===== src/rtl/uart_tx.sv =====
// uart_tx: 8N1 UART transmitter with a one-byte holding buffer in front of the shift register.
module uart_tx #(
    parameter int CLK_PER_BIT = 100
) (
    input  logic       clk,
    input  logic       rst_n,
    input  logic [7:0] data,
    input  logic       valid,
    output logic       ready,
    output logic       serial_line,
    output logic       busy
);
    localparam int CW = $clog2(CLK_PER_BIT);
    localparam logic [CW-1:0] LAST = CW'(CLK_PER_BIT - 1);
    localparam logic [1:0] IDLE = 2'd0, START = 2'd1, DATA = 2'd2, STOP = 2'd3;
    logic [1:0]    state;
    logic [CW-1:0] cnt;
    logic [2:0]    idx;
    logic [7:0]    shift;
    logic [7:0]    hold;
    logic          full;
    logic          tick;
    always_comb begin
        tick = cnt == LAST;
        busy = state != IDLE || full;
    end
    // Accept needs an empty buffer and a drain needs a full one, so they never share an edge.
    always_ff @(posedge clk or negedge rst_n) begin
        if (!rst_n) begin
            state       <= IDLE;
            cnt         <= '0;
            idx         <= '0;
            shift       <= '0;
            hold        <= '0;
            full        <= 1'b0;
            ready       <= 1'b1;
            serial_line <= 1'b1;
        end else begin
            if (valid && ready) begin
                hold  <= data;
                full  <= 1'b1;
                ready <= 1'b0;
            end
            if (state != IDLE) cnt <= tick ? '0 : cnt + 1'b1;
            case (state)
                IDLE: if (full) begin
                    shift       <= hold;
                    full        <= 1'b0;
                    ready       <= 1'b1;
                    state       <= START;
                    serial_line <= 1'b0;
                end
                START: if (tick) begin
                    state       <= DATA;
                    idx         <= '0;
                    serial_line <= shift[0];
                end
                DATA: if (tick) begin
                    if (idx == 3'd7) begin
                        state       <= STOP;
                        serial_line <= 1'b1;
                    end else begin
                        idx         <= idx + 3'd1;
                        serial_line <= shift[idx + 3'd1];
                    end
                end
                STOP: if (tick) begin
                    if (full) begin
                        shift       <= hold;
                        full        <= 1'b0;
                        ready       <= 1'b1;
                        state       <= START;
                        serial_line <= 1'b0;
                    end else begin
                        state <= IDLE;
                    end
                end
            endcase
        end
    end
endmodule


===== config.mk =====
export PLATFORM = sky130hd
export DESIGN_NAME = uart_tx
export DESIGN_NICKNAME = d
export VERILOG_FILES = /design/src/rtl/uart_tx.sv
export SDC_FILE = /design/constraint.sdc
export NUM_CORES = 1
export LEC_CHECK = 0
export BUFFER_PORTS_ARGS = -buffer_cell sky130_fd_sc_hd__buf_2
export CAP_MARGIN = 20
export CORE_AREA = 2 2 58 60
export CTS_CLUSTER_DIAMETER = 200
export DETAILED_ROUTE_END_ITERATION = 16
export DIE_AREA = 0 0 60 62
export PLACE_DENSITY = 0.83
export SYNTH_ARGS = -nofsm -noshare
export SYNTH_HDL_FRONTEND = slang
export SYNTH_SLANG_ARGS = --single-unit

===== constraint.sdc =====
create_clock -name clk -period 2 [get_ports clk]
set_input_delay 0.2 -clock clk [delete_from_list [all_inputs] [get_ports clk]]
set_output_delay 0.2 -clock clk [all_outputs]
set_load 0.01 [all_outputs]

=== Yosys cells after proc, flatten, opt, wreduce, memory -nomap -nowiden ===
Index checks and enable logic that the tools add are counted.

* Latch bits: 0
* Register bits: 31
* Memory bits (writable): 0
* Bits in read-only memories: 0
* Memories: 0
* Word-level logic and storage cells: 63

* Bitwise gates (word level): 0
* Mux-type cells: 31
* Magnitude comparators: 1
* Equality and inequality tests: 11
* Div/mod/pow operators: 0
* Add/subtract/negate cells: 2
* Shifts and indexed selects: 0
* Reductions and logical operators: 10
* Multipliers: 0

{| class="wikitable"
|+ Operators with widths
! cell !! count
|-
| two-way mux 8 bit || 2
|-
| one-hot mux 8 bit (2 select lines) || 1
|-
| two-way mux 1 bit || 13
|-
| inequality test 2 bit (second input constant) || 6
|-
| two-way mux 2 bit || 5
|-
| two-way mux 3 bit || 3
|-
| one-hot mux 2 bit (4 select lines) || 1
|-
| adder 7 x 1 -> 7 bit (second input constant) || 1
|-
| equality test 7 bit (second input constant) || 1
|-
| two-way mux 7 bit || 1
|-
| one-hot mux 3 bit (2 select lines) || 1
|-
| nonzero test 2 bit || 3
|-
| AND reduction 5 bit || 1
|-
| equality test 2 bit (second input constant) || 2
|-
| less-than comparator 3 x 4 -> 1 bit (second input constant) || 1
|-
| one-hot mux 1 bit (2 select lines) || 2
|-
| one-hot mux 1 bit (4 select lines) || 1
|-
| AND reduction 4 bit || 1
|-
| adder 3 x 1 -> 3 bit (second input constant) || 1
|-
| binary-select mux 1 bit (select 3 bit) || 1
|-
| equality test 3 bit (second input constant) || 1
|-
| AND reduction 3 bit || 1
|-
| equality test 2 x 1 -> 1 bit (second input constant) || 1
|-
| zero test 2 bit || 1
|-
| 3 further kinds || 3
|}

=== Depth between registers and ports, before layout ===
Gate-level depths: netlist of the first run.

* Depth in word-level cells: 6
* Mapped depth: 7
* Depth with buffers taken out: 6

=== Worst setup path before layout of the first run ===
OpenSTA, ideal clock, no wires.

* Kind: register -> register
* Start point: reg cnt[3]
* End point: reg shift[0]
* Cell stages (with the launch flop): 7
* Path slack: 0.064 ns
* Clock period less this slack: 1.936 ns
* Arrival: 1.812 ns
* Required time: 1.875 ns
* Path buffers: 2
* Path through: dfrtp_1 > or4b_1 > clkbuf_2 > nor3_1 > o21a_1 > buf_4 > mux2_2

* Word-level cells in the longest chain between the ends: 3

{| class="wikitable"
|+ RTL lines
! element !! line !! text
|-
| start: declaration || 17 || <nowiki>logic [CW-1:0] cnt;</nowiki>
|-
| start signal: assignment || 44 || <nowiki>if (state != IDLE) cnt <= tick ? '0 : cnt + 1'b1;</nowiki>
|-
| equality test 7 bit || 24 || <nowiki>tick = cnt == LAST;</nowiki>
|-
| inequality test 2 bit (no source line) || n/a ||
|-
| AND reduction 2 bit (no source line) || n/a ||
|-
| end signal: assignment || 47 || <nowiki>shift <= hold;</nowiki>
|-
| end signal: assignment || 69 || <nowiki>shift <= hold;</nowiki>
|-
| end: declaration || 19 || <nowiki>logic [7:0] shift;</nowiki>
|}

No other way between the ends.
A chain may end at the register's enable or synchronous reset.

=== Worst setup path after layout of the first run ===
* Start point: reg cnt[3]
* End point: reg shift[5]

Same word-level chain as after synthesis.

==> results of run 1 <==
## path summary, 6_finish.rpt
check                           startpoint       end  slack (ps)  cells after the start
worst max-delay path                cnt[3]  shift[5]         110                      4
worst min-delay path               data[5]   hold[5]          90                      2
worst max register to register      cnt[3]  shift[5]         110                      4
worst min register to register    shift[7]  shift[7]         520                      1
max in group asynchronous            rst_n    cnt[6]        1140                      2
min in group asynchronous            rst_n    idx[2]         420                      2
## worst register-to-register path, cell delays in order (launching register included)
cell and delay [ps]:
dfrtp_1 380, or4b_1 570, nor3_1 200, o21a_2 280
mux2_2 360
## timing repair
item | 4_1_cts | 5_1_grt
hold buffers | 1 | 0
endpoints found under the hold margin | 29 | 0
setup endpoints to repair | 0 | 11
resized for setup | 0 | 4
## cell usage in the layout, fill, tap and decap left out, types with 2 or more instances in the layout
cell type / count
buf_2: 13
mux2i_1: 4
nand2b_1: 3
buf_4: 8
nand4_1: 2
o21ai_0: 3
a21oi_1: 3
inv_1: 5
dfstp_2: 2
nor2b_1: 2
nand3_1: 6
clkbuf_8: 2
a22o_1: 6
nor2_1: 5
ha_1: 7
dfrtp_1: 29
xor2_1: 3
nor3_1: 5
clkbuf_4: 5
nand2_1: 8
mux2_2: 17
o22ai_1: 2
## area by class of cell
type | instances | area (sq um)
clock buffer | 7 | 65.06
clock inverter | 1 | 7.507
fill | 265 | 1376
inverter | 5 | 18.77
multi-input combinational | 92 | 740.7
sequential | 31 | 778.2
tap | 46 | 57.56
timing repair buffer | 22 | 135.1
## state kept, by name, indices dropped and copies added, names as in the netlist
| register | flops |
|---|---|
| full | 1 |
| ready | 1 |
| shift | 8 |
| state | 2 |
| hold | 8 |
| cnt | 7 |
| idx | 3 |
| serial_line | 1 |
## metal layers
metal	share of wire	up-vias
met4	0.023	0
met3	0.037	7
met2	0.52	16
li1	-	531
met1	0.42	540
met5	0	-
## power by group
group	internal, mW	switching, mW
clock	0.205	0.212
combinational	0.427	0.429
sequential	0.870	0.156
total	1.50	0.797
## logic make-up after synthesis
kind of cell,share of synthesized area
and+or+nand+nor,0.1219
DFF,0.5020
AOI/OAI and AO/OA,0.1082
muxes,0.1638
buffers and inverters,0.02502
adders and majority gates,0.05649
xor gates and xnor gates,0.02260
==> summary.txt, run 1 <==
Status -> finished, final reports clean
Setup violators final -> 0
Worst-Margin Slew -> 673.6 ps
Placed insts -> 195
Post-synth EDFFs -> 0
Synth top area cells -> dfrtp_1 (47%), mux2_2 (12%), ha_1 (5.6%)
Pwr Total -> 2.299 mW
Setup bufs post-CTS -> 0
Clock buffer depth -> 2
CP peak stage delay -> 570 ps
Yosys warnings -> 0
Syn avg cell area -> 11.74 sq um
CTS Buf Count -> 5
Largest net degree at the start of global routing -> 32
Drc violations -> 0
Crit-path cells -> or4b_1 > nor3_1 > o21a_2 > mux2_2
Total overflow reported by the global router -> 0
CORE AREA -> 3179 sq um
Remaining antenna violation count -> 0
Clock Latency Late Sink -> 330 ps
Initial Util -> 0.4876
Core Util, Final -> 0.5671
Commonest cells post-synth -> dfrtp_1 (29), mux2_2 (17), nand2_1 (8)
Final nets -> 175
Vias in the first global route -> 1,099
Clock-pin transition on the worst setup and hold timing paths -> 100 ps
Startpoint types -> flop
Setup ws final -> 111.4 ps
Buf/Inv on CP -> 0
Site Rows -> 21
CTS tree -> done
Max Cap Viol -> 0
Slew HR -> 0.5510
Layout cell share with drive strength beyond 1 -> 0.3291
Detail Placement HPWL -> 2.204 mm
Die Span Y -> 62 um
Crit end category -> flop
Top Usage Layer GRT -> met2
All-Layer GR Usage -> 0.1894
Fraction of registers with async set/reset -> 1.000
Most frequent cell after synthesis -> dfrtp_1
Slowest CP cell -> or4b_1
Setup TNS -> 0 ps
First-pass GRT wire length -> 4.988 mm
Max Clk Rate -> 529.5 MHz
Yosys reg bits -> 31
Cell Pwr Density -> 1275 nW/um^2
Minimum clock period -> 1889 ps
Mapped Area -> 1550 sq um
CTS Sinks -> 31
Post-DR vias/cell -> 5.363
Placement Cell Area -> 1713 sq um
I/O pin count -> 14
Routed WL -> 2.972 mm
Average wire per standard cell -> 14.57 um
Synth top area share -> 0.4681
Synth area leader -> dfrtp_1
CP delay by family, top -> simple AND/OR/NAND/NOR gates
Root buffer cell -> clkbuf_4
Worst hold margin -> 93.81 ps
Die X -> 60 um
Met3 Resource Use GR -> 0.05383
Worst EP arrival -> 2110 ps
Antenna cells -> 0
Seq/Total Area, Yosys -> 0.5020
Area Growth Syn to Fin -> 16.30%
Pre-antenna DRT Iters -> 4
Worst Path Max Fanout -> 8
Die area -> 3720 sq um
Leak -> 0.8283 nW
WP data required -> 2230 ps
Initial DRC Count -> 21
Final Non-Filler Cells -> 204
Buffers on Ports -> 13
Placer Congestion -> 0.9059
Layout Skew -> 10.15 ps
Setup WS pre-CTS -> 11.85 ps
Crit path kind -> flop to flop
Post-synth top flop -> dfrtp_1
Met1 GRT Util -> 0.2170
Hold crit path type -> input pin to flop
Initial antenna violation count -> 0
Synth cell types -> 36
Grt met2 use -> 0.3245
Mapped Cells -> 132
Slew Viols, Final -> 0
DR vias -> 1,094
Period utilization -> 0.9443
Syn nets -> 150
Final std cell area, no fill -> 1803 sq um
H-tree levels -> 2
Hold Vio Cnt, Final -> 0
Peak VDD IR -> 0.7855 mV
Note: power is estimated with default switching activity, not from simulation.
==> run 2: changes to the inputs <==
==> constraint.sdc (replaced) <==
create_clock -name clk -period 2 [get_ports clk]
set_input_delay 0.3 -clock clk [delete_from_list [all_inputs] [get_ports clk]]
set_output_delay 0.3 -clock clk [all_outputs]
set_load 0.01 [all_outputs]
==> run 2 against run 1 <==
  * The flow now finishes with violations (negative hold slack)
  * Combinational power hardly changed
  * Sequential cell count stayed put
  * Register-to-register slack hardly changed
  * Critical path depth stayed put
  * Largest cell class unchanged
  * Largest power group unchanged
==> summary.txt, run 2 (same netlist as run 1, synthesis figures left out) <==
Commonest non-fill, non-tap cells in the layout -> dfrtp_1 (29), mux2_2 (17), buf_2 (13), nand2_1 (8), buf_4 (8)
All-Layer GR Usage -> 0.1894 (unchanged)
Slowest CP cell -> or4b_1
WP depth -> 4 (unchanged)
Hold crit path type -> input pin to async pin
Setup TNS -> 0 ps (unchanged)
Peak VDD IR -> 0.7851 mV (about the same)
Largest net degree at the start of global routing -> 32 (unchanged)
Setup violators final -> 0 (unchanged)
Slew HR -> 0.5520 (+0.001000)
CTS Sinks -> 31 (unchanged)
Startpoint types -> flop
I/O pin count -> 14 (unchanged)
Setup ws final -> 107.5 ps (-3.873 ps)
Max Clk Rate -> 528.4 MHz (-0.20%)
Vias in the first global route -> 1,099 (unchanged)
Area Growth Syn to Fin -> 15.66%
Worst Path Max Fanout -> 8 (unchanged)
Initial DRC Count -> 23 (+9.5%)
Pre-antenna DRT Iters -> 4 (unchanged)
Period utilization -> 0.9462 (+0.001937)
Clock Latency Late Sink -> 330 ps (about the same)
Largest regs -> hold: 8 flops, shift: 8 flops, cnt: 7 flops
Failing checks -> negative hold slack
Root buffer cell -> clkbuf_4
CORE AREA -> 3179 sq um (unchanged)
Average wire per standard cell -> 14.61 um (+0.26%)
CTS Buf Count -> 5 (unchanged)
Layout Skew -> 10.13 ps (-0.01060 ps)
Worst hold margin -> -6.930 ps (-100.7 ps)
Max Cap Viol -> 0 (unchanged)
Remaining antenna violation count -> 0 (unchanged)
Setup bufs post-CTS -> 0 (unchanged)
Post-CTS sizing -> 0 (unchanged)
First-pass GRT wire length -> 4.988 mm (unchanged)
Clock-pin transition on the worst setup and hold timing paths -> 100 ps (about the same)
Slew Viols, Final -> 0 (unchanged)
Total overflow reported by the global router -> 0 (unchanged)
Routed WL -> 2.965 mm (-0.24%)
Die area -> 3720 sq um (unchanged)
Cts hold-fix bufs -> 0 (-1)
Crit end category -> flop
Final nets -> 174 (-0.57%)
Reg2reg path depth -> 4 (unchanged)
Antenna cells -> 0 (unchanged)
Reg2reg setup slack -> 110 ps (about the same)
Clock buffer depth -> 2 (unchanged)
Leak -> 0.8241 nW (-0.50%)
Buffers on Ports -> 13 (unchanged)
Minimum clock period -> 1892 ps (+3.873 ps)
Worst EP arrival -> 2120 ps (about the same)
Worst-Margin Slew -> 672.1 ps (-1.500 ps)
Layout cell share with drive strength beyond 1 -> 0.3312 (+0.002096)
Initial antenna violation count -> 0 (unchanged)
Die X -> 60 um (unchanged)
Crit path kind -> flop to flop
Post-DR vias/cell -> 5.365 (about the same)
CP peak stage delay -> 580 ps (about the same)
Site Rows -> 21 (unchanged)
WP data required -> 2230 ps (about the same)
Hold Vio Cnt, Final -> 21 (+21)
Die Span Y -> 62 um (unchanged)
Initial Util -> 0.4876 (unchanged)
Setup WS pre-CTS -> 11.85 ps (unchanged)
Cell Pwr Density -> 1282 nW/um^2 (+0.50%)
H-tree levels -> 2 (unchanged)
Detail Placement HPWL -> 2.204 mm (unchanged)
Crit-path cells -> or4b_1 > nor3_1 > o21a_2 > mux2_2
Drc violations -> 0 (unchanged)
Placer Congestion -> 0.9059 (unchanged)
Buf/Inv on CP -> 0 (unchanged)
CP delay by family, top -> simple AND/OR/NAND/NOR gates
CTS tree -> done
Status -> complete, but fails checks
DR vias -> 1,089 (-0.46%)
Most common cell after layout, fill and taps aside -> dfrtp_1
## run 2: worst paths after layout
check / startpoint / end
setup reg to reg: cnt[3] / shift[5]
min in group clk: data[5] / hold[5]
hold reg to reg: shift[7] / shift[7]
hold / removal: rst_n / idx[2]
max in group asynchronous: rst_n / cnt[6]
setup / recovery: cnt[3] / shift[5]
## run 2: area by class of cell
type	count	area, sq um
Clock buffer	7	65.06
Clock inverter	1	7.507
Fill cell	266	1386
Inverter	5	18.77
Multi-Input combinational cell	92	740.7
Sequential cell	31	778.2
Tap cell	46	57.56
Timing Repair Buffer	21	125.1
## run 2: where the power goes
| part | internal [mW] | switching (mW) |
|---|---|---|
| logic | 0.426 | 0.428 |
| registers | 0.870 | 0.156 |
| clock network | 0.205 | 0.212 |
## run 2: stage by stage
stage          std cells  instance area [sq um]  power (mW)  utilization  hold WS [ps]
4_1_cts              203                   1785       2.296       0.5616         9.771
3_5_place_dp         195                   1713       1.870       0.5388         371.5
2_1_floorplan        132                   1550       1.593            -         4.409
6_report             203                   1793       2.298       0.5640        -6.930
5_1_grt              203                   1793       2.468       0.5640         36.55
3_3_place_gp         195                   1713       1.789       0.5388         354.7
## run 2: per-layer routing
layer | global-route usage | part of all wire
met5 | 0 | 0
met4 | 0.09841 | 0.023
met3 | 0.05383 | 0.035
met2 | 0.3245 | 0.53
met1 | 0.2170 | 0.42
